File: src/rtl/ex_mem_skid_reg.sv
// ex_mem_skid_reg
//   Execute->memory pipeline register placed directly after the 64-bit ALU.
//   Captures the ALU result, zero flag, store data, destination register and
//   memory/writeback control. A valid/ready handshake backed by a 2-entry skid
//   buffer (main + skid) lets the memory stage stall. in_ready comes from a
//   register, so there is no combinational path from out_ready back into
//   execute.
//
//   Optional feature macro: EXMEM_BRANCH_RESOLVE_EN
//     defined   : branch_taken = in_branch & in_zero is stored per entry and
//                 presented as out_branch_taken (gated by out_valid)
//     undefined : out_branch_taken is tied to 0 and nothing extra is stored
//
// Ports
//   clk, rst            clock, synchronous active-high reset
//   flush               synchronous pipeline kill (branch redirect)
//   in_valid/in_ready   upstream handshake
//   in_*                execute-stage payload
//   out_valid/out_ready downstream handshake
//   out_*               registered payload; mem_read/mem_write/reg_write and
//                       branch_taken are forced low while out_valid is low
module ex_mem_skid_reg #(
    parameter int unsigned DATA_W = 64,
    parameter int unsigned RD_W   = 5
) (
    input  logic              clk,
    input  logic              rst,
    input  logic              flush,
    input  logic              in_valid,
    output logic              in_ready,
    input  logic [DATA_W-1:0] in_alu_result,
    input  logic              in_zero,
    input  logic [DATA_W-1:0] in_store_data,
    input  logic [RD_W-1:0]   in_rd,
    input  logic              in_mem_read,
    input  logic              in_mem_write,
    input  logic              in_reg_write,
    input  logic              in_mem_to_reg,
    input  logic              in_branch,
    output logic              out_valid,
    input  logic              out_ready,
    output logic [DATA_W-1:0] out_alu_result,
    output logic              out_zero,
    output logic [DATA_W-1:0] out_store_data,
    output logic [RD_W-1:0]   out_rd,
    output logic              out_mem_read,
    output logic              out_mem_write,
    output logic              out_reg_write,
    output logic              out_mem_to_reg,
    output logic              out_branch_taken
);

    typedef struct packed {
        logic [DATA_W-1:0] alu_result;
        logic              zero;
        logic [DATA_W-1:0] store_data;
        logic [RD_W-1:0]   rd;
        logic              mem_read;
        logic              mem_write;
        logic              reg_write;
        logic              mem_to_reg;
`ifdef EXMEM_BRANCH_RESOLVE_EN
        logic              branch_taken;
`endif
    } entry_t;

    typedef enum logic [1:0] {
        EMPTY = 2'd0,
        ONE   = 2'd1,
        FULL  = 2'd2
    } state_t;

    state_t state;
    entry_t main_q;
    entry_t skid_q;
    entry_t in_entry;
    logic   rdy_q;
    logic   in_xfer;
    logic   out_xfer;

    always_comb begin
        in_entry            = '0;
        in_entry.alu_result = in_alu_result;
        in_entry.zero       = in_zero;
        in_entry.store_data = in_store_data;
        in_entry.rd         = in_rd;
        in_entry.mem_read   = in_mem_read;
        in_entry.mem_write  = in_mem_write;
        in_entry.reg_write  = in_reg_write;
        in_entry.mem_to_reg = in_mem_to_reg;
`ifdef EXMEM_BRANCH_RESOLVE_EN
        in_entry.branch_taken = in_branch & in_zero;
`endif
    end

    // rdy_q mirrors (state != FULL) for the next cycle; only rst is combined
    // in directly so in_ready drops while reset is held.
    assign in_ready  = rdy_q & ~rst;
    assign out_valid = (state != EMPTY);
    assign in_xfer   = in_valid & in_ready;
    assign out_xfer  = out_valid & out_ready;

    always_ff @(posedge clk) begin
        if (rst) begin
            state  <= EMPTY;
            main_q <= '0;
            skid_q <= '0;
            rdy_q  <= 1'b1;
        end else if (flush) begin
            // Payload registers keep their contents; control outputs are
            // gated off by out_valid, so nothing stale can write.
            state <= EMPTY;
            rdy_q <= 1'b1;
        end else begin
            case (state)
                EMPTY: begin
                    if (in_xfer) begin
                        main_q <= in_entry;
                        state  <= ONE;
                    end
                end
                ONE: begin
                    if (in_xfer && out_xfer) begin
                        main_q <= in_entry;
                    end else if (in_xfer) begin
                        skid_q <= in_entry;
                        state  <= FULL;
                        rdy_q  <= 1'b0;
                    end else if (out_xfer) begin
                        state <= EMPTY;
                    end
                end
                FULL: begin
                    if (out_xfer) begin
                        main_q <= skid_q;
                        state  <= ONE;
                        rdy_q  <= 1'b1;
                    end
                end
                default: begin
                    state <= EMPTY;
                    rdy_q <= 1'b1;
                end
            endcase
        end
    end

    assign out_alu_result = main_q.alu_result;
    assign out_zero       = main_q.zero;
    assign out_store_data = main_q.store_data;
    assign out_rd         = main_q.rd;
    assign out_mem_to_reg = main_q.mem_to_reg;
    assign out_mem_read   = main_q.mem_read  & out_valid;
    assign out_mem_write  = main_q.mem_write & out_valid;
    assign out_reg_write  = main_q.reg_write & out_valid;

`ifdef EXMEM_BRANCH_RESOLVE_EN
    assign out_branch_taken = main_q.branch_taken & out_valid;
`else
    logic unused_branch;
    assign unused_branch    = in_branch;
    assign out_branch_taken = 1'b0;
`endif

endmodule

File: config.mk
export PLATFORM = sky130hd
export DESIGN_NAME = ex_mem_skid_reg
export DESIGN_NICKNAME = d
export VERILOG_FILES = /design/src/rtl/ex_mem_skid_reg.sv
export SDC_FILE = /design/constraint.sdc
export NUM_CORES = 1
export LEC_CHECK = 0
export CORE_MARGIN = 2
export CORE_UTILIZATION = 35
export CTS_CLUSTER_SIZE = 20
export DETAILED_ROUTE_END_ITERATION = 10
export SYNTH_ARGS = -nofsm -noshare
export SYNTH_HDL_FRONTEND = slang
export SYNTH_SLANG_ARGS = --single-unit
File: constraint.sdc
create_clock -name clk -period 3.31 [get_ports clk]
set_input_delay 0.662 -clock clk [delete_from_list [all_inputs] [get_ports clk]]
set_output_delay 0.662 -clock clk [all_outputs]
set_load 0.1 [all_outputs]
==> impl_metrics.py <==
metrics = {
    "min_path": {
        "hold_path_startpoint": "skid_q[100]$_SDFFE_PP0P_",
        "hold_path_class": "flop to flop",
    },
    "job": {
        "max_cap_violations": 0,
    },
    "worst_setup_path": {
        "worst_ep_arrival_time_ps": 1810,
        "worst-path-max-fanout": 8,
        "end_kind": "output pin",
        "setup.worst_path.class": "flop to output pin",
        "r2r_start": "state[0]$_SDFFE_PP0P_",
        "critical_path.startpoint_type": "flop",
        "crit_required_ps": 2650,
        "worst_setup_path_startpoint": "state[1]$_SDFFE_PP0P_",
    },
    "timing": {
        "timing.final.setup_violations": 0,
        "final-hold-violation-count": 0,
        "finalMaxSlewViolations": 0,
        "maxClockFrequency_ghz": 0.405,
        "timing.max_slew.rel_slack": 0.390,
        "worst-slew-pin-transition_ps": 915,
        "fin_tns_setup_ps": 0,
        "rsz0062_at_grt": "no",
        "final.setup_skew_ps": 18.1,
        "timing.final.crit_period_ps": 2470,
        "finalCritPeriodShare": 0.746,
    },
    "finish": {
        "register_with_the_most_flip_flops": "skid_q",
        "post-route-util": 0.435,
        "area_growth_syn_to_layout_pct": 22.6,
        "number_of_flip_flops_under_the_largest_register_name": 138,
        "finish.net_count": 1617,
        "share_of_layout_cells_above_drive_strength_1": 0.145,
        "postLayoutCellArea_um2": 15000,
    },
    "yosys": {
        "synth.net_count": 1536,
        "synth_seq_cells": 279,
        "synthesis.yosys.warnings": 0,
        "synth_seq_area_share": 0.457,
        "synthCells": 1392,
        "synth.cell_area_um2": 12200,
        "unique_masters_post_synth": 24,
        "syn-mean-instance-area_um2": 8.79,
    },
    "clock_tree": {
        "worstSkewPairLatency_ps": 580,
        "holdBufCountCts": 0,
        "clock_sinks": 279,
        "clock_tree.buffer_depth": 3,
        "numCtsBuffers": 31,
        "postCtsResizedCells": 0,
        "clkSlewWorstSetupHoldPaths_ps": 60,
        "clk_root_buffer_cell": "sky130_fd_sc_hd__clkbuf_16",
        "post-cts-setup-buffers": 0,
        "htree_levels": 1,
        "cts_tree": "done",
    },
    "drt": {
        "avgRoutedWirePerCell_um": 17.2,
        "first_iter_violations": 444,
        "postRouteWirelength_um": 33500,
        "post_drt_via_cell_ratio": 4.98,
        "count_of_vias_placed_by_the_detailed_router": 9727,
        "drt-pass1-iter-count": 5,
        "detail_route.drc_violations": 0,
        "route.antenna.remaining_nets": 0,
    },
    "floorplan": {
        "die_width_um": 191,
        "initial_utilization": 0.355,
        "die_y_um": 191,
        "floorplan.core_area_um2": 34500,
        "design.portCount": 285,
        "row_count": 68,
        "die_area_um2": 36500,
    },
    "placed_design": {
        "place_area_um2": 14000,
        "portBuffers": 282,
        "finalWeightedCongestion": 0.761,
        "detailedPlacementHpwl_um": 20400,
    },
    "global_route": {
        "grt_max_degree": 163,
        "grt_antenna_before_repair": 0,
        "use_met1": 0.227,
        "global_route.usage.total": 0.176,
        "grt_pass1_vias": 9169,
        "grt_remaining_overflow": 0,
        "grt.busiest_layer": "met2",
        "grt_first_pass_wirelength_um": 52000,
        "globalRouteMet2Util": 0.296,
        "grt_util_met3": 0.0378,
    },
    "pwr": {
        "cellPowerDensity_nw_per_um2": 553,
        "p_leak_nw": 6.23,
        "max-vdd-ir-drop_v": 0.000391,
    },
    "status": {
        "run_status": "finished clean",
    },
}
## metal layers
layer,part of all wire,vias up
met5,0,-
met4,0.024,0
met3,0.062,53
met2,0.49,232
met1,0.43,4575
li1,-,4867
## Yosys cell counts
| cell type | number | area [um^2] |
|---|---|---|
| sky130_fd_sc_hd__nor2_1 | 2 | 7.51 |
| sky130_fd_sc_hd__and2_1 | 2 | 12.5 |
| sky130_fd_sc_hd__a211oi_1 | 138 | 1040 |
| sky130_fd_sc_hd__a2111oi_1 | 1 | 10.0 |
| sky130_fd_sc_hd__nand3b_1 | 3 | 22.5 |
| sky130_fd_sc_hd__buf_2 | 70 | 350 |
| sky130_fd_sc_hd__o21ai_0 | 1 | 5.00 |
| sky130_fd_sc_hd__a21oi_1 | 278 | 1390 |
| sky130_fd_sc_hd__nor3_1 | 1 | 5.00 |
| sky130_fd_sc_hd__nand2_1 | 277 | 1040 |
| sky130_fd_sc_hd__and3b_1 | 1 | 8.76 |
| sky130_fd_sc_hd__buf_4 | 151 | 1130 |
| sky130_fd_sc_hd__nor2b_1 | 4 | 25.0 |
| sky130_fd_sc_hd__clkbuf_1 | 35 | 131 |
| sky130_fd_sc_hd__o21ai_2 | 1 | 8.76 |
| sky130_fd_sc_hd__nor2b_4 | 1 | 13.8 |
| sky130_fd_sc_hd__and4bb_1 | 1 | 12.5 |
| sky130_fd_sc_hd__conb_1 | 1 | 3.75 |
| sky130_fd_sc_hd__inv_1 | 2 | 7.51 |
| sky130_fd_sc_hd__mux2i_1 | 139 | 1390 |
| sky130_fd_sc_hd__dfxtp_1 | 279 | 5590 |
| sky130_fd_sc_hd__o22ai_1 | 1 | 6.26 |
| sky130_fd_sc_hd__a21oi_2 | 1 | 8.76 |
| sky130_fd_sc_hd__nand2b_1 | 2 | 12.5 |
## worst max-delay path, cell delays in order, from the launching register on
cell                      delay [ps]
sky130_fd_sc_hd__dfxtp_1         570
sky130_fd_sc_hd__nor2_1          200
sky130_fd_sc_hd__nor2b_1         150
sky130_fd_sc_hd__buf_4           310
## layout make-up
class / instances / area, um^2
Inverter: 2 / 7.51
Multi-Input combinational cell: 855 / 5050
Antenna cell: 1 / 2.50
Sequential cell: 279 / 5590
Clock inverter: 8 / 62.6
Tap cell: 455 / 569
Timing Repair Buffer: 304 / 2780
Clock buffer: 50 / 937
Fill cell: 3401 / 19500
## cell families after synthesis
kind of cell,Yosys count,synth area share
DFF,279,0.457
and+or+nand+nor,294,0.0948
muxes,139,0.114
other,1,0.000307
AOI/OAI and AO/OA,421,0.202
buffers and inverters,258,0.133
## final timing paths
path / to / slack, ps / cells past startpoint
min: skid_q[100]$_SDFFE_PP0P_ / 450 / 2
min reg2reg: skid_q[100]$_SDFFE_PP0P_ / 450 / 2
max reg2reg: out_alu_result[51]$_SDFFE_PP0P_ / 1140 / 4
max: out_mem_read / 840 / 3
## cell usage in the layout (no fill, tap or decap), types with 2 or more instances in the layout
cell,n
sky130_fd_sc_hd__nand3b_1,3
sky130_fd_sc_hd__nand2_1,277
sky130_fd_sc_hd__clkbuf_8,10
sky130_fd_sc_hd__buf_12,11
sky130_fd_sc_hd__clkdlybuf4s50_1,141
sky130_fd_sc_hd__a211oi_1,138
sky130_fd_sc_hd__inv_1,2
sky130_fd_sc_hd__nor2b_1,4
sky130_fd_sc_hd__clkbuf_16,31
sky130_fd_sc_hd__a21oi_1,278
sky130_fd_sc_hd__buf_4,151
sky130_fd_sc_hd__dfxtp_1,279
sky130_fd_sc_hd__mux2i_1,139
sky130_fd_sc_hd__clkbuf_1,10
sky130_fd_sc_hd__nor2_1,2
sky130_fd_sc_hd__clkinv_2,5
## per-stage QoR
stage	instances	setup WS [ps]	hold WS (ps)	power, mW
4_1_cts	1953	805	436	8.41
3_5_place_dp	1895	579	446	5.01
3_3_place_gp	1895	648	440	5.00
2_1_floorplan	1392	268	436	4.69
5_1_grt	1953	727	462	8.60
6_report	1954	842	451	8.29
## where the power goes
part / switching (mW) / internal [mW] / total (mW) / leakage, nW
Sequential: 0.0568 / 3.46 / 3.52 / 2.27
Combinational: 1.01 / 0.401 / 1.41 / 3.47
Clock: 1.42 / 1.94 / 3.36 / 0.497
Total: 2.49 / 5.80 / 8.29 / 6.23
Note: power is estimated with default switching activity, not from simulation.
